**src/rtl/ro_puf_reader_if.sv**
```systemverilog
// Start/done handshake and result bus between the RO-PUF reader and key-generation logic.
// With PUF_MARGIN_EN defined the bus also carries the unstable flag.
interface ro_puf_reader_if #(
  parameter int N_RO = 16,
  parameter int CW   = 16
);
  localparam int SW = (N_RO > 1) ? $clog2(N_RO) : 1;

  logic          start;
  logic [SW-1:0] sel_a;
  logic [SW-1:0] sel_b;
  logic          busy;
  logic          done;
  logic          resp;
  logic [CW-1:0] diff;
`ifdef PUF_MARGIN_EN
  logic          unstable;

  modport master (output start, sel_a, sel_b, input busy, done, resp, diff, unstable);
  modport slave  (input start, sel_a, sel_b, output busy, done, resp, diff, unstable);
`else
  modport master (output start, sel_a, sel_b, input busy, done, resp, diff);
  modport slave  (input start, sel_a, sel_b, output busy, done, resp, diff);
`endif
endinterface

```
**src/rtl/ro_puf_reader.sv**
```systemverilog
// Ring-oscillator PUF evaluator: counts rising edges of two selected oscillators over a
// fixed window and reports the comparison bit and |difference|. Optional PUF_MARGIN_EN adds unstable.
//
// state  | meaning
// IDLE   | waiting for start; results from the last evaluation hold
// SETTLE | rings enabled, edges ignored while oscillators stabilise
// COUNT  | rings enabled, selected edges counted for WINDOW cycles
// DONE   | final counts stable; results registered on leaving this state
module ro_puf_reader #(
  parameter int N_RO   = 16,
  parameter int CW     = 16,
  parameter int WINDOW = 1024,
  parameter int SETTLE = 16,
  parameter int MARGIN = 8
) (
  input  logic            clk,
  input  logic            rst,
  input  logic [N_RO-1:0] ro_in,
  output logic            ro_en,
  ro_puf_reader_if.slave  bus
);
  localparam int SW   = (N_RO > 1) ? $clog2(N_RO) : 1;
  localparam int NX   = 2 ** SW;
  localparam int TMAX = (WINDOW > SETTLE) ? WINDOW : SETTLE;
  localparam int TW   = (TMAX > 1) ? $clog2(TMAX) : 1;

  localparam logic [1:0] ST_IDLE   = 2'd0;
  localparam logic [1:0] ST_SETTLE = 2'd1;
  localparam logic [1:0] ST_COUNT  = 2'd2;
  localparam logic [1:0] ST_DONE   = 2'd3;

  generate
    if (WINDOW < 1 || SETTLE < 1 || MARGIN < 0) begin : g_bad_param
      $error("ro_puf_reader: WINDOW and SETTLE must be >= 1, MARGIN >= 0");
    end
  endgenerate

  logic [1:0]      state;
  logic [TW-1:0]   tmr;
  logic [SW-1:0]   sel_a_q;
  logic [SW-1:0]   sel_b_q;
  logic [CW-1:0]   cnt_a;
  logic [CW-1:0]   cnt_b;
  logic [CW-1:0]   absdiff;
  logic [N_RO-1:0] sync1;
  logic [N_RO-1:0] sync2;
  logic [N_RO-1:0] sync3;
  logic [NX-1:0]   rise_x;
  logic            edge_a;
  logic            edge_b;
  logic            done_q;
  logic            resp_q;
  logic [CW-1:0]   diff_q;

  // Synchronizers run regardless of state so the first counted edge is already clean.
  always_ff @(posedge clk or posedge rst) begin
    if (rst) begin
      sync1 <= '0;
      sync2 <= '0;
      sync3 <= '0;
    end else begin
      sync1 <= ro_in;
      sync2 <= sync1;
      sync3 <= sync2;
    end
  end

  // Out-of-range select indices land on the zero padding and never count.
  always_comb begin
    rise_x = '0;
    rise_x[N_RO-1:0] = sync2 & ~sync3;
  end

  assign edge_a  = rise_x[sel_a_q];
  assign edge_b  = rise_x[sel_b_q];
  assign absdiff = (cnt_a > cnt_b) ? (cnt_a - cnt_b) : (cnt_b - cnt_a);

  always_ff @(posedge clk or posedge rst) begin
    if (rst) begin
      state   <= ST_IDLE;
      tmr     <= '0;
      sel_a_q <= '0;
      sel_b_q <= '0;
      cnt_a   <= '0;
      cnt_b   <= '0;
    end else begin
      case (state)
        ST_IDLE: begin
          if (bus.start) begin
            state   <= ST_SETTLE;
            tmr     <= TW'(SETTLE - 1);
            sel_a_q <= bus.sel_a;
            sel_b_q <= bus.sel_b;
            cnt_a   <= '0;
            cnt_b   <= '0;
          end
        end
        ST_SETTLE: begin
          if (tmr == '0) begin
            state <= ST_COUNT;
            tmr   <= TW'(WINDOW - 1);
          end else begin
            tmr <= tmr - 1'b1;
          end
        end
        ST_COUNT: begin
          if (edge_a && (cnt_a != '1)) cnt_a <= cnt_a + 1'b1;
          if (edge_b && (cnt_b != '1)) cnt_b <= cnt_b + 1'b1;
          if (tmr == '0) state <= ST_DONE;
          else           tmr   <= tmr - 1'b1;
        end
        ST_DONE: state <= ST_IDLE;
        default: state <= ST_IDLE;
      endcase
    end
  end

  // Results are captured from the settled counts one cycle after the last counted edge.
  always_ff @(posedge clk or posedge rst) begin
    if (rst) begin
      done_q <= 1'b0;
      resp_q <= 1'b0;
      diff_q <= '0;
    end else begin
      done_q <= (state == ST_DONE);
      if (state == ST_DONE) begin
        resp_q <= (cnt_a > cnt_b);
        diff_q <= absdiff;
      end
    end
  end

`ifdef PUF_MARGIN_EN
  logic unstable_q;

  always_ff @(posedge clk or posedge rst) begin
    if (rst)                    unstable_q <= 1'b0;
    else if (state == ST_DONE)  unstable_q <= (absdiff < CW'(MARGIN));
  end

  assign bus.unstable = unstable_q;
`endif

  assign ro_en    = (state == ST_SETTLE) || (state == ST_COUNT);
  assign bus.busy = ro_en;
  assign bus.done = done_q;
  assign bus.resp = resp_q;
  assign bus.diff = diff_q;
endmodule

```
**src/flat_wrapper.sv**
```systemverilog
// flat-port wrapper written by rule: the top's interface ports become plain ports
module ro_puf_reader_flat 
#(
  parameter int N_RO   = 16,
  parameter int CW     = 16,
  parameter int WINDOW = 1024,
  parameter int SETTLE = 16,
  parameter int MARGIN = 8
)
  (clk, rst, ro_in, ro_en, bus_start, bus_sel_a, bus_sel_b, bus_busy, bus_done, bus_resp, bus_diff);
  ro_puf_reader_if #(.N_RO(N_RO), .CW(CW)) bus_i ();
  input  logic clk;
  input  logic rst;
  input  logic [N_RO-1:0] ro_in;
  output logic ro_en;
  input wire logic [$bits(bus_i.start)-1:0] bus_start;
  input wire logic [$bits(bus_i.sel_a)-1:0] bus_sel_a;
  input wire logic [$bits(bus_i.sel_b)-1:0] bus_sel_b;
  output wire logic [$bits(bus_i.busy)-1:0] bus_busy;
  output wire logic [$bits(bus_i.done)-1:0] bus_done;
  output wire logic [$bits(bus_i.resp)-1:0] bus_resp;
  output wire logic [$bits(bus_i.diff)-1:0] bus_diff;
  assign bus_i.start = bus_start;
  assign bus_i.sel_a = bus_sel_a;
  assign bus_i.sel_b = bus_sel_b;
  assign bus_busy = bus_i.busy;
  assign bus_done = bus_i.done;
  assign bus_resp = bus_i.resp;
  assign bus_diff = bus_i.diff;
  ro_puf_reader #(.N_RO(N_RO), .CW(CW), .WINDOW(WINDOW), .SETTLE(SETTLE), .MARGIN(MARGIN)) u_core (.clk(clk), .rst(rst), .ro_in(ro_in), .ro_en(ro_en), .bus(bus_i));
endmodule
```
**config.mk**
```make
export PLATFORM = sky130hd
export DESIGN_NAME = ro_puf_reader_flat
export DESIGN_NICKNAME = d
export VERILOG_FILES = /design/src/rtl/ro_puf_reader_if.sv /design/src/rtl/ro_puf_reader.sv /design/src/flat_wrapper.sv
export SDC_FILE = /design/constraint.sdc
export NUM_CORES = 1
export LEC_CHECK = 0
export ABC_AREA = 1
export CAP_MARGIN = 10
export CORE_AREA = 2 2 132 134
export DETAILED_ROUTE_END_ITERATION = 16
export DIE_AREA = 0 0 134 136
export GPL_ROUTABILITY_DRIVEN = 1
export PLACE_DENSITY = 0.6
export SYNTH_ARGS = -nofsm -noshare
export SYNTH_HDL_FRONTEND = slang
export SYNTH_SLANG_ARGS = --single-unit
```
**constraint.sdc**
```tcl
create_clock -name clk -period 7.1 [get_ports clk]
set_clock_uncertainty 0.2 [all_clocks]
set_input_delay 0.71 -clock clk [delete_from_list [all_inputs] [get_ports clk]]
set_output_delay 0.71 -clock clk [all_outputs]
set_load 0.005 [all_outputs]
```
==> summary.md <==
| Metric | Value |
|---|---|
| Die area | 18200 um2 |
| Power Density | 358 nW/um2 |
| Clock latency on the worst-skew pair | 0.42 ns |
| Largest net degree at the start of global routing | 65 |
| TritonCTS clock tree | done |
| Setup CP Type | flip-flop to flip-flop |
| Post-CTS sizing | 0 |
| Grt total ovfl | 0 |
| CP Cell Sequence | inv_1 > ha_1 > inv_2 > o211ai_1 > nor2_1 > o21ai_0 > nand2_1 |
| Critical path's largest stage delay | 0.81 ns |
| DRC Markers | 0 |
| Share of the synthesized area in the top cell type | 0.397 |
| Clk sinks | 118 |
| Clk root buf | clkbuf_16 |
| Status | complete, no violations |
| Initial DRC Count | 445 |
| Clock Path Buffers | 2 |
| Die width | 134 um |
| Slew Limit Fails | 0 |
| Synth warnings | 0 |
| Num rows | 48 |
| Max cap viols | 0 |
| EDFF count, synth | 0 |
| Seq cells post-synth | 118 |
| Synthesized cell area | 7440 um2 |
| Synthesized Nets | 1123 |
| Via count | 6535 |
| Diode count | 0 |
| R2R setup slack | 3.89 ns |
| Critical Path RT | 7.20 ns |
| Slew @ Worst Pin | 0.882 ns |
| CP Max Fanout | 21 |
| Fin crit period | 3.21 ns |
| Global-route wire length before repair | 30.3 mm |
| Peak VDD IR | 0.205 mV |
| Final setup fails | 0 |
| Worst-path clk slew | 0.05 ns |
| Initial Util | 0.441 |
| Slew headroom | 0.409 |
| Global routing's busiest layer | met2 |
| CP bufs+invs | 2 |
| CP Launch Type | flip-flop |
| Element type at the critical path end | flip-flop |
| Unrepaired setup endpoints after global routing | no |
| Routed Antenna Nets | 0 |
| Vias per std cell | 4.91 |
| Synth top cells by count | nand2_1 (379), inv_1 (141), nand3_1 (129), dfrtp_1 (118), nor2_1 (62) |
| Avg Synthesized Cell Area | 7.05 um2 |
| Grt met2 use | 0.333 |
| Global routing met1 resource utilization | 0.292 |
| H-tree depth | 4 |
| Initial antenna violation count | 0 |
| Final net count | 1162 |
| Share of cells above drive strength 1 | 0.0534 |
| RePlAce Congestion | 0.880 |
| Critical path arrival | 3.30 ns |
| Core Area | 16900 um2 |
| Top_reg_cell synth | dfrtp_1 |
| Highest Clock Rate | 0.312 GHz |
| Distinct cells, synth | 38 |
| CTS Hold Buffers Added | 0 |
| Fin Hold WS | 0.147 ns |
| GRT Total Usage | 0.210 |
| CP max-delay cell | o211ai_1 |
| # IOs | 47 |
| Num CTS Buffers | 17 |
| Grt met3 use | 0.0403 |
| Post-synthesis sequential area ratio | 0.397 |
| Post-CTS Setup Repair Bufs | 0 |
| IO Port Bufs | 46 |
| Final Routed Wirelength | 17.9 mm |
| TritonRoute pass-1 iters | 5 |
| Async SR Flop Fraction | 1.00 |
| Fin crit share | 0.452 |
| WL per Instance | 13.5 um |
| Post-Syn Instances | 1054 |
| Delay-heaviest family, CP | compound AO/OA/AOI/OAI gates |
| Hold Path Class | flip-flop to flip-flop |
| Most numerous cell in the Yosys netlist | nand2_1 |
| Synth top area cells | dfrtp_1 (40%), nand2_1 (19%), nand3_1 (8.7%) |
| Synth area leader | dfrtp_1 |
| DPL Wire Length | 13.1 mm |
| Final hold violation count | 0 |
| Number of global-route vias before repair | 6179 |
| Die height | 136 um |
| Layout area overhead | 15.7% |
| Leak Pwr | 4.39 nW |
| Setup TNS | 0 ns |
area by class of cell:
| class | instances | area [um2] |
|---|---|---|
| clock buffer | 17 | 425 |
| clock inverter | 14 | 128 |
| fill | 1708 | 8270 |
| inverter | 148 | 558 |
| multi-input combinational | 760 | 3780 |
| sequential | 118 | 2950 |
| tap | 225 | 282 |
| timing repair buffer | 48 | 475 |
final timing paths:
kind,to,depth (start not counted),startpoint
min in group asynchronous,u_core.sync1[0]$_DFF_PP0_,2,rst
hold / removal,u_core.sync2[14]$_DFF_PP0_,0,u_core.sync1[14]$_DFF_PP0_
setup reg to reg,u_core.tmr[9]$_DFFE_PP0P_,7,u_core.state[0]$_DFFE_PP0P_
max in group asynchronous,u_core.bus.diff[4]$_DFFE_PP0P_,3,rst
hold reg to reg,u_core.sync2[14]$_DFF_PP0_,0,u_core.sync1[14]$_DFF_PP0_
setup / recovery,u_core.tmr[9]$_DFFE_PP0P_,7,u_core.state[0]$_DFFE_PP0P_
where the power goes:
part	internal, mW	switching [mW]	leakage [nW]
sequential	0.785	0.101	1.48
clock	0.481	0.329	0.262
combinational	0.498	0.891	2.65
stage by stage:
stage | area, um2 | total power, mW | instances | util | setup WS [ns]
after floorplan | 7440 | 1.92 | 1054 | - | 3.06
after global placement | 8050 | 2.28 | 1299 | 0.477 | 3.93
after detailed placement | 8050 | 2.29 | 1299 | 0.477 | 3.87
after CTS | 8600 | 3.12 | 1330 | 0.510 | 3.84
after global routing | 8600 | 3.36 | 1330 | 0.510 | 3.56
final | 8600 | 3.08 | 1330 | 0.510 | 3.89
sequential cells by signal (all words and copies together) (netlist names):
register         cells
u_core.bus.diff     16
u_core.bus.done      1
u_core.bus.resp      1
u_core.cnt_a        16
u_core.cnt_b        16
u_core.sel_a_q       4
u_core.sel_b_q       4
u_core.state         2
u_core.sync1        16
u_core.sync2        16
u_core.sync3        16
u_core.tmr          10
placed cells by master (no fill, tap or decap), drive strengths merged:
| cell type | count |
|---|---|
| nor3 | 19 |
| buf | 2 |
| clkinv | 7 |
| inv | 150 |
| mux2 | 1 |
| and2 | 1 |
| xor2 | 23 |
| nor2 | 66 |
| fa | 2 |
| bufinv | 1 |
| clkdlybuf4s50 | 46 |
| nand3 | 132 |
| clkbuf | 17 |
| o21ai | 32 |
| a31oi | 1 |
| nand2 | 385 |
| ha | 40 |
| a21boi | 1 |
| o21a | 1 |
| o211ai | 1 |
| a21oi | 44 |
| xnor2 | 2 |
| nor4 | 1 |
| nand4 | 5 |
| clkinvlp | 4 |
| nand3b | 1 |
| dfrtp | 118 |
| nor3b | 2 |
layer usage:
| metal | share of wire | routed length (um) | up-vias |
|---|---|---|---|
| met4 | 0.011 | 197 | 0 |
| met2 | 0.45 | 8070 | 132 |
| met3 | 0.041 | 728 | 17 |
| met1 | 0.50 | 8890 | 3002 |
| li1 | - | - | 3384 |
| met5 | 0 | 0 | - |
kinds of logic (layout without fill, tap and decap cells):
family	Yosys count	in the layout	share of synthesized area
compound gates	80	80	0.0575
xor+xnor	25	25	0.0294
fa+ha+maj	42	42	0.0727
buf+inv	176	227	0.0947
flops	118	118	0.397
mux	1	1	0.00151
simple gates	612	612	0.347
worst register-to-register path: stages, from the launching register on:
cell      delay (ns)
dfrtp_1         0.40
inv_1           0.14
ha_1            0.75
inv_2           0.35
o211ai_1        0.81
nor2_1          0.24
o21ai_0         0.14
nand2_1         0.06
No activity file was read; power rests on OpenSTA's default activity.
